### config.mk
export PLATFORM = sky130hd
export DESIGN_NAME = div
export DESIGN_NICKNAME = d
export VERILOG_FILES = /design/src/rtl/div_pkg.sv /design/src/rtl/div.sv
export SDC_FILE = /design/constraint.sdc
export NUM_CORES = 1
export LEC_CHECK = 0
export ABC_AREA = 0
export BUFFER_PORTS_ARGS = -buffer_cell sky130_fd_sc_hd__buf_2
export CAP_MARGIN = 20
export CORE_UTILIZATION = 55
export CTS_BUF_LIST = sky130_fd_sc_hd__clkbuf_2 sky130_fd_sc_hd__clkbuf_4 sky130_fd_sc_hd__clkbuf_8
export DETAILED_ROUTE_END_ITERATION = 10
export PLACE_DENSITY = 0.78
export SYNTH_ARGS = -nofsm -noshare
export SYNTH_HDL_FRONTEND = slang
export SYNTH_SLANG_ARGS = --single-unit
### constraint.sdc
create_clock -name clk -period 3.2 [get_ports clk]
set_input_delay 0.8 -clock clk [delete_from_list [all_inputs] [get_ports clk]]
set_output_delay 0.8 -clock clk [all_outputs]
set_load 0.05 [all_outputs]
### src/rtl/div_pkg.sv
// Shared types and helpers for the iterative radix-2 divider.
// State encodings, handshake levels and two's-complement magnitude helpers.
package div_pkg;

  localparam int DATA_W = 32;
  localparam int DOUBLE_W = 2 * DATA_W;
  localparam int WORK_W = DOUBLE_W + 1;
  localparam int CNT_W = 6;

  localparam logic [CNT_W-1:0] DIV_ITERS = 6'd32;

  localparam logic DIV_START = 1'b1;
  localparam logic DIV_STOP = 1'b0;
  localparam logic DIV_RESULT_READY = 1'b1;
  localparam logic DIV_RESULT_NOT_READY = 1'b0;

  typedef enum logic [1:0] {
    DIV_FREE   = 2'b00,
    DIV_BYZERO = 2'b01,
    DIV_ON     = 2'b10,
    DIV_END    = 2'b11
  } div_state_e;

  // Two's-complement negation when en is set; identity otherwise.
  function automatic logic [DATA_W-1:0] neg_if(input logic en, input logic [DATA_W-1:0] v);
    logic [DATA_W-1:0] res;
    if (en) begin
      res = ~v + {{(DATA_W-1){1'b0}}, 1'b1};
    end else begin
      res = v;
    end
    return res;
  endfunction

  // Magnitude of v, taken only for signed operation.
  function automatic logic [DATA_W-1:0] abs_if(input logic is_signed, input logic [DATA_W-1:0] v);
    return neg_if(is_signed & v[DATA_W-1], v);
  endfunction

endpackage

### src/rtl/div.sv
// Multi-cycle restoring divider for DIV/DIVU under a start/ready handshake.
// Result is {remainder, quotient}; annul_i cancels an in-flight divide.
module div
  import div_pkg::*;
(
  input  logic                clk,
  input  logic                rst,
  input  logic                signed_div_i,
  input  logic [DATA_W-1:0]   opdata1_i,
  input  logic [DATA_W-1:0]   opdata2_i,
  input  logic                start_i,
  input  logic                annul_i,
  output logic [DOUBLE_W-1:0] result_o,
  output logic                ready_o
);

  div_state_e          r_state;
  logic [CNT_W-1:0]    r_cnt;
  logic [WORK_W-1:0]   r_work;
  logic [DATA_W-1:0]   r_divisor;
  logic                r_signed;
  logic                r_sign1;
  logic                r_sign2;
  logic [DOUBLE_W-1:0] r_result;
  logic                r_ready;

  div_state_e          w_state_nxt;
  logic [CNT_W-1:0]    w_cnt_nxt;
  logic [WORK_W-1:0]   w_work_nxt;
  logic [DATA_W-1:0]   w_divisor_nxt;
  logic                w_signed_nxt;
  logic                w_sign1_nxt;
  logic                w_sign2_nxt;
  logic [DOUBLE_W-1:0] w_result_nxt;
  logic                w_ready_nxt;

  logic [DATA_W:0]     w_diff;
  logic [DATA_W-1:0]   w_quot;
  logic [DATA_W-1:0]   w_rem;

  // Datapath: trial subtraction and sign-corrected final quotient/remainder
  always_comb begin
    w_diff = {1'b0, r_work[DOUBLE_W-1:DATA_W]} - {1'b0, r_divisor};
    w_quot = neg_if(r_signed & (r_sign1 ^ r_sign2), r_work[DATA_W-1:0]);
    w_rem  = neg_if(r_signed & r_sign1, r_work[WORK_W-1:DATA_W+1]);
  end

  // Next-state and next-register logic
  always_comb begin
    w_state_nxt   = r_state;
    w_cnt_nxt     = r_cnt;
    w_work_nxt    = r_work;
    w_divisor_nxt = r_divisor;
    w_signed_nxt  = r_signed;
    w_sign1_nxt   = r_sign1;
    w_sign2_nxt   = r_sign2;
    w_result_nxt  = r_result;
    w_ready_nxt   = r_ready;
    case (r_state)
      DIV_FREE: begin
        w_ready_nxt  = DIV_RESULT_NOT_READY;
        w_result_nxt = {DOUBLE_W{1'b0}};
        if ((start_i == DIV_START) && !annul_i) begin
          if (opdata2_i == {DATA_W{1'b0}}) begin
            w_state_nxt = DIV_BYZERO;
          end else begin
            w_state_nxt   = DIV_ON;
            w_cnt_nxt     = {CNT_W{1'b0}};
            w_divisor_nxt = abs_if(signed_div_i, opdata2_i);
            w_signed_nxt  = signed_div_i;
            w_sign1_nxt   = opdata1_i[DATA_W-1];
            w_sign2_nxt   = opdata2_i[DATA_W-1];
            w_work_nxt    = {{DATA_W{1'b0}}, abs_if(signed_div_i, opdata1_i), 1'b0};
          end
        end else begin
          w_state_nxt = DIV_FREE;
        end
      end
      DIV_BYZERO: begin
        w_result_nxt = {DOUBLE_W{1'b0}};
        w_ready_nxt  = DIV_RESULT_READY;
        w_state_nxt  = DIV_END;
      end
      DIV_ON: begin
        if (annul_i) begin
          w_state_nxt  = DIV_FREE;
          w_ready_nxt  = DIV_RESULT_NOT_READY;
          w_result_nxt = {DOUBLE_W{1'b0}};
          w_work_nxt   = {WORK_W{1'b0}};
          w_cnt_nxt    = {CNT_W{1'b0}};
        end else if (r_cnt != DIV_ITERS) begin
          // A borrow means the partial remainder is smaller than the divisor
          if (w_diff[DATA_W]) begin
            w_work_nxt = {r_work[DOUBLE_W-1:0], 1'b0};
          end else begin
            w_work_nxt = {w_diff[DATA_W-1:0], r_work[DATA_W-1:0], 1'b1};
          end
          w_cnt_nxt = r_cnt + {{(CNT_W-1){1'b0}}, 1'b1};
        end else begin
          w_result_nxt = {w_rem, w_quot};
          w_ready_nxt  = DIV_RESULT_READY;
          w_state_nxt  = DIV_END;
        end
      end
      DIV_END: begin
        if (start_i == DIV_STOP) begin
          w_state_nxt  = DIV_FREE;
          w_ready_nxt  = DIV_RESULT_NOT_READY;
          w_result_nxt = {DOUBLE_W{1'b0}};
        end else begin
          w_state_nxt = DIV_END;
        end
      end
      default: begin
        w_state_nxt  = DIV_FREE;
        w_ready_nxt  = DIV_RESULT_NOT_READY;
        w_result_nxt = {DOUBLE_W{1'b0}};
      end
    endcase
  end

  // State and datapath registers
  always_ff @(posedge clk or negedge rst) begin
    if (!rst) begin
      r_state   <= DIV_FREE;
      r_cnt     <= {CNT_W{1'b0}};
      r_work    <= {WORK_W{1'b0}};
      r_divisor <= {DATA_W{1'b0}};
      r_signed  <= 1'b0;
      r_sign1   <= 1'b0;
      r_sign2   <= 1'b0;
      r_result  <= {DOUBLE_W{1'b0}};
      r_ready   <= DIV_RESULT_NOT_READY;
    end else begin
      r_state   <= w_state_nxt;
      r_cnt     <= w_cnt_nxt;
      r_work    <= w_work_nxt;
      r_divisor <= w_divisor_nxt;
      r_signed  <= w_signed_nxt;
      r_sign1   <= w_sign1_nxt;
      r_sign2   <= w_sign2_nxt;
      r_result  <= w_result_nxt;
      r_ready   <= w_ready_nxt;
    end
  end

  assign result_o = r_result;
  assign ready_o  = r_ready;

endmodule

==> metrics.md, run 1 <==
| Metric | Value |
|---|---|
| Status | completed |
| Tightest Pin Transition | 724 ps |
| Cts-stage hold buffer count | 0 |
| H-tree depth | 4 |
| I/O Buffers | 133 |
| CP max FO | 9 |
| Placed Cells | 1749 |
| Synth Area in Simple Gates | 0.160 |
| Crit-path cells | inv_1 -> ha_1 -> fa_1 -> nand2b_1 -> a211oi_2 -> buf_4 -> o41a_1 -> o21ai_2 -> o311ai_1 -> a31o_2 -> buf_4 -> nor2_4 -> a22o_1 -> a31o_1 |
| Most frequent cells in the layout | nand2_1 (186), dfrtp_1 (173), o21ai_0 (149) |
| Non-filler cells in the finished layout | 1783 |
| Final min period | 3080 ps |
| Yosys reg bits | 173 |
| Static Leakage | 0.00623 uW |
| First-pass GRT wire length | 48200 um |
| Maximum clock rate | 0.325 GHz |
| Clock sink total | 173 |
| TNS Setup | 0 ps |
| Slew headroom | 0.516 |
| Mapped Cells | 1324 |
| CTS Buffer Depth | 2 |
| Power Dens Cells | 497 nW/um^2 |
| Routed Antenna Nets | 0 |
| Synth Warn # | 0 |
| Die height | 145 um |
| Syn nets | 1438 |
| Core Rows | 51 |
| CP Class | reg -> reg |
| Post-Syn Area | 11200 um^2 |
| Max stage delay on crit path | 380 ps |
| Max VDD drop | 267 uV |
| GR Overflow Total | 0 |
| Via count | 10300 |
| Vias in the first global route | 9622 |
| Drc violations | 0 |
| Final core occ | 0.673 |
| Setup crit start | r_work[32] |
| Final slew viol count | 0 |
| Setup Skew | 11.6 ps |
| Pin count of the biggest net entering global routing | 71 |
| Critical Path RT | 3570 ps |
| Worst r2r path cells | 14 |
| Hold Fails Final Rpt | 0 |
| Antenna violations before repair | 0 |
| CTS clk-pin slew, worst paths | 90 ps |
| GPL Wtd Cong | 0.917 |
| Slowest cell on crit path | fa_1 |
| RSZ-0062 raised after global routing | true |
| Endpoints failing setup | 0 |
| CTS Root Buffer Type | clkbuf_8 |
| Area delta synth->final | 18.0% |
| Post-synth EDFFs | 0 |
| CTS tree | yes |
| Reg2Reg Setup Slack | 120 ps |
| Synth cell types | 66 |
| Adder-Cell Fraction of Synth Area | 0.0508 |
| Clock Latency Late Sink | 480 ps |
| Top_reg_cell synth | dfrtp_1 |
| Worst path most repeated cell | buf_4 |
| Largest family of logic cells by synthesized area | compound AO/OA/AOI/OAI gates |
| Worst Setup Start Kind | flop |
| Final period util | 0.961 |
| Multiplexer share of the synthesized area | 0.0192 |
| Core region area | 19700 um^2 |
| Synth Area in Compound Gates | 0.219 |
| DP Worst Slack | -199 ps |
| Reg2reg start | r_work[32] |
| Inserted Diodes | 0 |
| Wire length per cell | 16.6 um |
| Die W | 145 um |
| Detailed router's first-iteration violation count | 828 |
| All-layer global routing usage | 0.285 |
| Register area share after synthesis | 0.385 |
| DIE AREA | 21000 um^2 |
| Reg2reg end | r_work[56] |
| TritonRoute pass-1 iters | 6 |
| DR vias/cell | 5.79 |
| Worst hold path class | in -> async |
| Post-Synth XOR/XNOR Area | 0.116 |
| Worst Path Arrival | 3440 ps |
| Share of cells above drive strength 1 | 0.192 |
| Initial cell density of the core | 0.570 |
| Worst Setup EP | r_work[56] |
| Commonest non-fill, non-tap cell in the layout | nand2_1 |
| # IOs | 134 |
| Synth Area per Inst | 8.49 um^2 |
| Cts bufs inserted | 17 |
| Ys async rst share | 1.00 |
| Hpwl dp | 22200 um |
| Final worst slack | 124 ps |
| Layout Nets | 1619 |
| Final WL | 29600 um |
| CP Capture Type | flop |
| # Max-Cap Violations | 0 |
==> worst max-delay path, delay by kind of cell, from the launching register on <==
family,cells,cell delay (ps)
compound gates,7,1380
fa+ha+maj,2,590
buf+inv,3,380
flops,1,360
simple gates,2,260
==> cell usage after synthesis, drive strengths merged (5+ instances only) <==
cell	count	share of area
inv	68	0.023
or4	11	0.0073
xnor2	78	0.061
clkbuf	49	0.017
a22oi	32	0.021
nand3	14	0.0062
nand2b	11	0.0061
nor2b	6	0.0033
nand2	187	0.062
dfrtp	173	0.39
mux2i	17	0.015
nor3	22	0.0098
a31o	5	0.0039
o31ai	22	0.015
buf	15	0.010
nor2	90	0.031
or2	6	0.0033
or3	9	0.0050
a21oi	85	0.039
xor2	71	0.055
ha	44	0.049
o41ai	10	0.0078
nand4	9	0.0063
a21o	16	0.011
and2	7	0.0039
a31oi	16	0.0089
o21ai	184	0.082
nor4	14	0.0097
==> layout make-up <==
type                       instances  area [um^2]
sequential                       173         4330
clock buffer                      19          255
fill                            1656         6450
tap                              265          332
inverter                          68          273
timing repair buffer             226         1490
multi-input combinational       1019         6400
clock inverter                    13          189
==> stage by stage <==
step | power (uW) | instance area, um^2 | hold slack [ps]
after global routing | 6990 | 13300 | 310
final | 6590 | 13300 | 282
after global placement | 4800 | 12800 | 456
after floorplan | 4220 | 11300 | 469
after detailed placement | 4870 | 12800 | 465
after CTS | 6590 | 13200 | 304
==> state kept, by name, summed over array words and instances, names as in the netlist <==
signal / count
r_divisor: 32
r_sign2: 1
result_o: 64
r_state: 2
r_work: 65
r_cnt: 6
r_signed: 1
r_sign1: 1
ready_o: 1
==> metal layers <==
| metal | track usage | vias up | wire (um) |
|---|---|---|---|
| met5 | 0 | - | 0 |
| met4 | 0.0899 | 0 | 515 |
| met3 | 0.0465 | 37 | 1970 |
| met2 | 0.472 | 387 | 14300 |
| met1 | 0.381 | 4894 | 12800 |
| li1 | - | 5003 | - |
==> worst min-delay path by stage <==
stage	endpoint	slack, ps	cells after the start
finish	result_o[10]	280	1
floorplan	r_work[32]	470	2
detailed placement	ready_o	470	2
CTS	result_o[10]	300	1
global placement	result_o[23]	460	2
global route	result_o[10]	310	1
==> power by group <==
part / leakage, uW / internal (uW) / switching (uW)
clock: 0.000220 / 885 / 843
combinational: 0.00373 / 870 / 1220
sequential: 0.00228 / 2460 / 313
==> what timing repair did <==
item | 4_1_cts | 5_1_grt
endpoints found under the setup margin | 19 | 32
hold endpoints to repair | 0 | 0
cloned | 0 | 1
buffers inserted | 0 | 1
pin swaps | 0 | 3
resized for setup | 2 | 6
==> cell families after synthesis <==
group	Yosys count
flip-flops	173
AO/OA/AOI/OAI	409
multiplexers	21
AND/OR/NAND/NOR	395
buffers and inverters	132
adder cells (fa/ha/maj)	45
XOR/XNOR	149
No activity file was read; power rests on OpenSTA's default activity.
==> run 2, diff against run 1 <==
Settings changed: CELL_PAD_IN_SITES_DETAIL_PLACEMENT from default to 1, CELL_PAD_IN_SITES_GLOBAL_PLACEMENT from default to 1, CORE_UTILIZATION 55 to 42, MAX_ROUTING_LAYER from default to met4, PLACE_DENSITY 0.78 to 0.79.
==> run 2 against run 1 <==
Net effect: the run now ends with DRC left; via count up 1.9%; final area up 1.8%; die area up 31%; register-to-register slack about the same; final cell count up 5.1%; non-clock buffer count up 20; clock-buffer cell count down 1; critical path depth down 1; hold slack better by 65 ps; clock skew up 7.3 ps; clock power down 6%.
==> metrics.md, run 2 (synthesis gave the netlist of run 1 again) <==
| Metric | Value |
|---|---|
| Final WL | 35100 um |
| Comb power frac | 0.333 |
| Clock sink total | 173 |
| Clock Latency Late Sink | 490 ps |
| Worst hold path class | in -> async |
| Area delta synth->final | 20.2% |
| Most frequent cells in the layout | nand2_1 (185), dfrtp_1 (173), o21ai_0 (145) |
| CP Capture Type | flop |
| Core Rows | 59 |
| Slew headroom | 0.477 |
| Drc violations | 28 |
| Final core occ | 0.517 |
| Die height | 166 um |
| Die W | 166 um |
| TritonRoute pass-1 iters | 8 |
| Hpwl dp | 26500 um |
| Failing checks | DRC |
| GPL Wtd Cong | 0.949 |
| All-layer global routing usage | 0.272 |
| CP Class | reg -> reg |
| Antenna violations before repair | 1 |
| Routed Antenna Nets | 0 |
| Detailed router's first-iteration violation count | 578 |
| Via count | 10500 |
| Pin count of the biggest net entering global routing | 80 |
| DIE AREA | 27400 um^2 |
| CTS Root Buffer Type | clkbuf_8 |
| DR vias/cell | 5.61 |
| Clock share of power | 0.245 |
| I/O Buffers | 133 |
| Final slew viol count | 0 |
| Vias in the first global route | 11000 |
| Final worst slack | 112 ps |
| Maximum clock rate | 0.324 GHz |
| Layout Nets | 1639 |
| Static Leakage | 0.00632 uW |
| Core region area | 26100 um^2 |
| CP max FO | 4 |
| # Max-Cap Violations | 0 |
| CTS tree | yes |
| Sw frac | 0.389 |
| Internal Power | 4030 uW |
| Share of cells above drive strength 1 | 0.207 |
| Cts bufs inserted | 17 |
| DP Worst Slack | -309 ps |
| Initial cell density of the core | 0.430 |
| Endpoints failing setup | 0 |
| Worst Path Arrival | 3450 ps |
| Tightest Pin Transition | 782 ps |
| Final min period | 3090 ps |
| Net switching power | 2570 uW |
| Max reg flops | 65 |
| CTS clk-pin slew, worst paths | 110 ps |
| # IOs | 134 |
| Status | finished with violations |
| Hold Fails Final Rpt | 0 |
| Wire length per cell | 18.7 um |
| Critical Path RT | 3560 ps |
| First-pass GRT wire length | 56500 um |
| Max VDD drop | 282 uV |
| Worst Setup Start Kind | flop |
| GR Overflow Total | 0 |
| Setup Skew | 18.9 ps |
| Sequential share of power | 0.422 |
| Power Dens Cells | 488 nW/um^2 |
| H-tree depth | 4 |
| Top reg by flops | r_work |
| Commonest non-fill, non-tap cell in the layout | nand2_1 |
| Final period util | 0.965 |
| CTS Buffer Depth | 2 |
[run 2: cell types whose count changed in the layout (fill, tap and decap cells not counted), sizes merged]
cell / change
buf: +21
bufinv: -3
clkbuf: -2
clkinv: -3
clkinvlp: +1
diode: +1
inv: +6
[run 2: area by class of cell]
class / count / area (um^2)
clock inverters: 14 / 150
fillers: 3158 / 12600
multi-input cells: 1019 / 6430
clock buffers: 18 / 248
flip-flops and latches: 173 / 4330
inverters: 68 / 273
repair buffers: 246 / 1650
diodes: 1 / 2.50
well taps: 335 / 419
[run 2: path summary, 6_finish.rpt]
check,from,to,slack (ps),cells past startpoint
worst max-delay path,r_divisor[1],r_work[64],110,13
worst min-delay path,rst,result_o[10],350,1
worst max register to register,r_divisor[1],r_work[64],110,13
worst min register to register,result_o[17],result_o[17],480,2
max in group asynchronous,rst,r_divisor[20],2090,2
min in group clk,result_o[17],result_o[17],480,2
[run 2: worst max-delay path, stage by stage (launching register included)]
cell      delay (ps)
dfrtp_1          460
buf_4            160
inv_1             50
ha_1             270
nor2b_1          150
o31a_1           310
o21ai_0          230
nand3_1          190
a21oi_2          230
a31oi_1          130
a311oi_1         290
buf_4            160
mux2i_1           70
a221o_1          260
[run 2: power groups by stage]
stage	logic (uW)	clock network (uW)	registers (uW)
after floorplan	1500	0	2720
after global placement	2060	0	2800
after detailed placement	2150	0	2820
after CTS	2180	1640	2780
after global routing	2460	1700	2840
final	2200	1620	2780
[run 2: per-stage QoR]
step | setup TNS (ps) | instances | area (um^2) | total power, uW | hold WS [ps]
6_report | 0 | 1874 | 13500 | 6590 | 347
5_1_grt | -73.1 | 1874 | 13500 | 7000 | 385
4_1_cts | 0 | 1868 | 13400 | 6590 | 385
3_5_place_dp | -20140 | 1831 | 13000 | 4970 | 464
3_3_place_gp | -11770 | 1831 | 13000 | 4860 | 456
2_1_floorplan | -44.9 | 1324 | 11300 | 4220 | 469
[run 2: what timing repair did]
item	in CTS	in global routing
pin swaps	2	7
gates resized for setup	6	14
setup endpoints to repair	33	32
hold buffers	0	0
gates cloned	0	0
setup buffers	5	5
[run 2: per-layer routing]
metal | global-route usage | vias to the layer above | wire length (um)
li1 | - | 5037 | -
met5 | - | - | 0
met1 | 0.328 | 5218 | 15500
met3 | 0.0312 | 38 | 1190
met4 | 0.0810 | 0 | 607
met2 | 0.476 | 223 | 17800
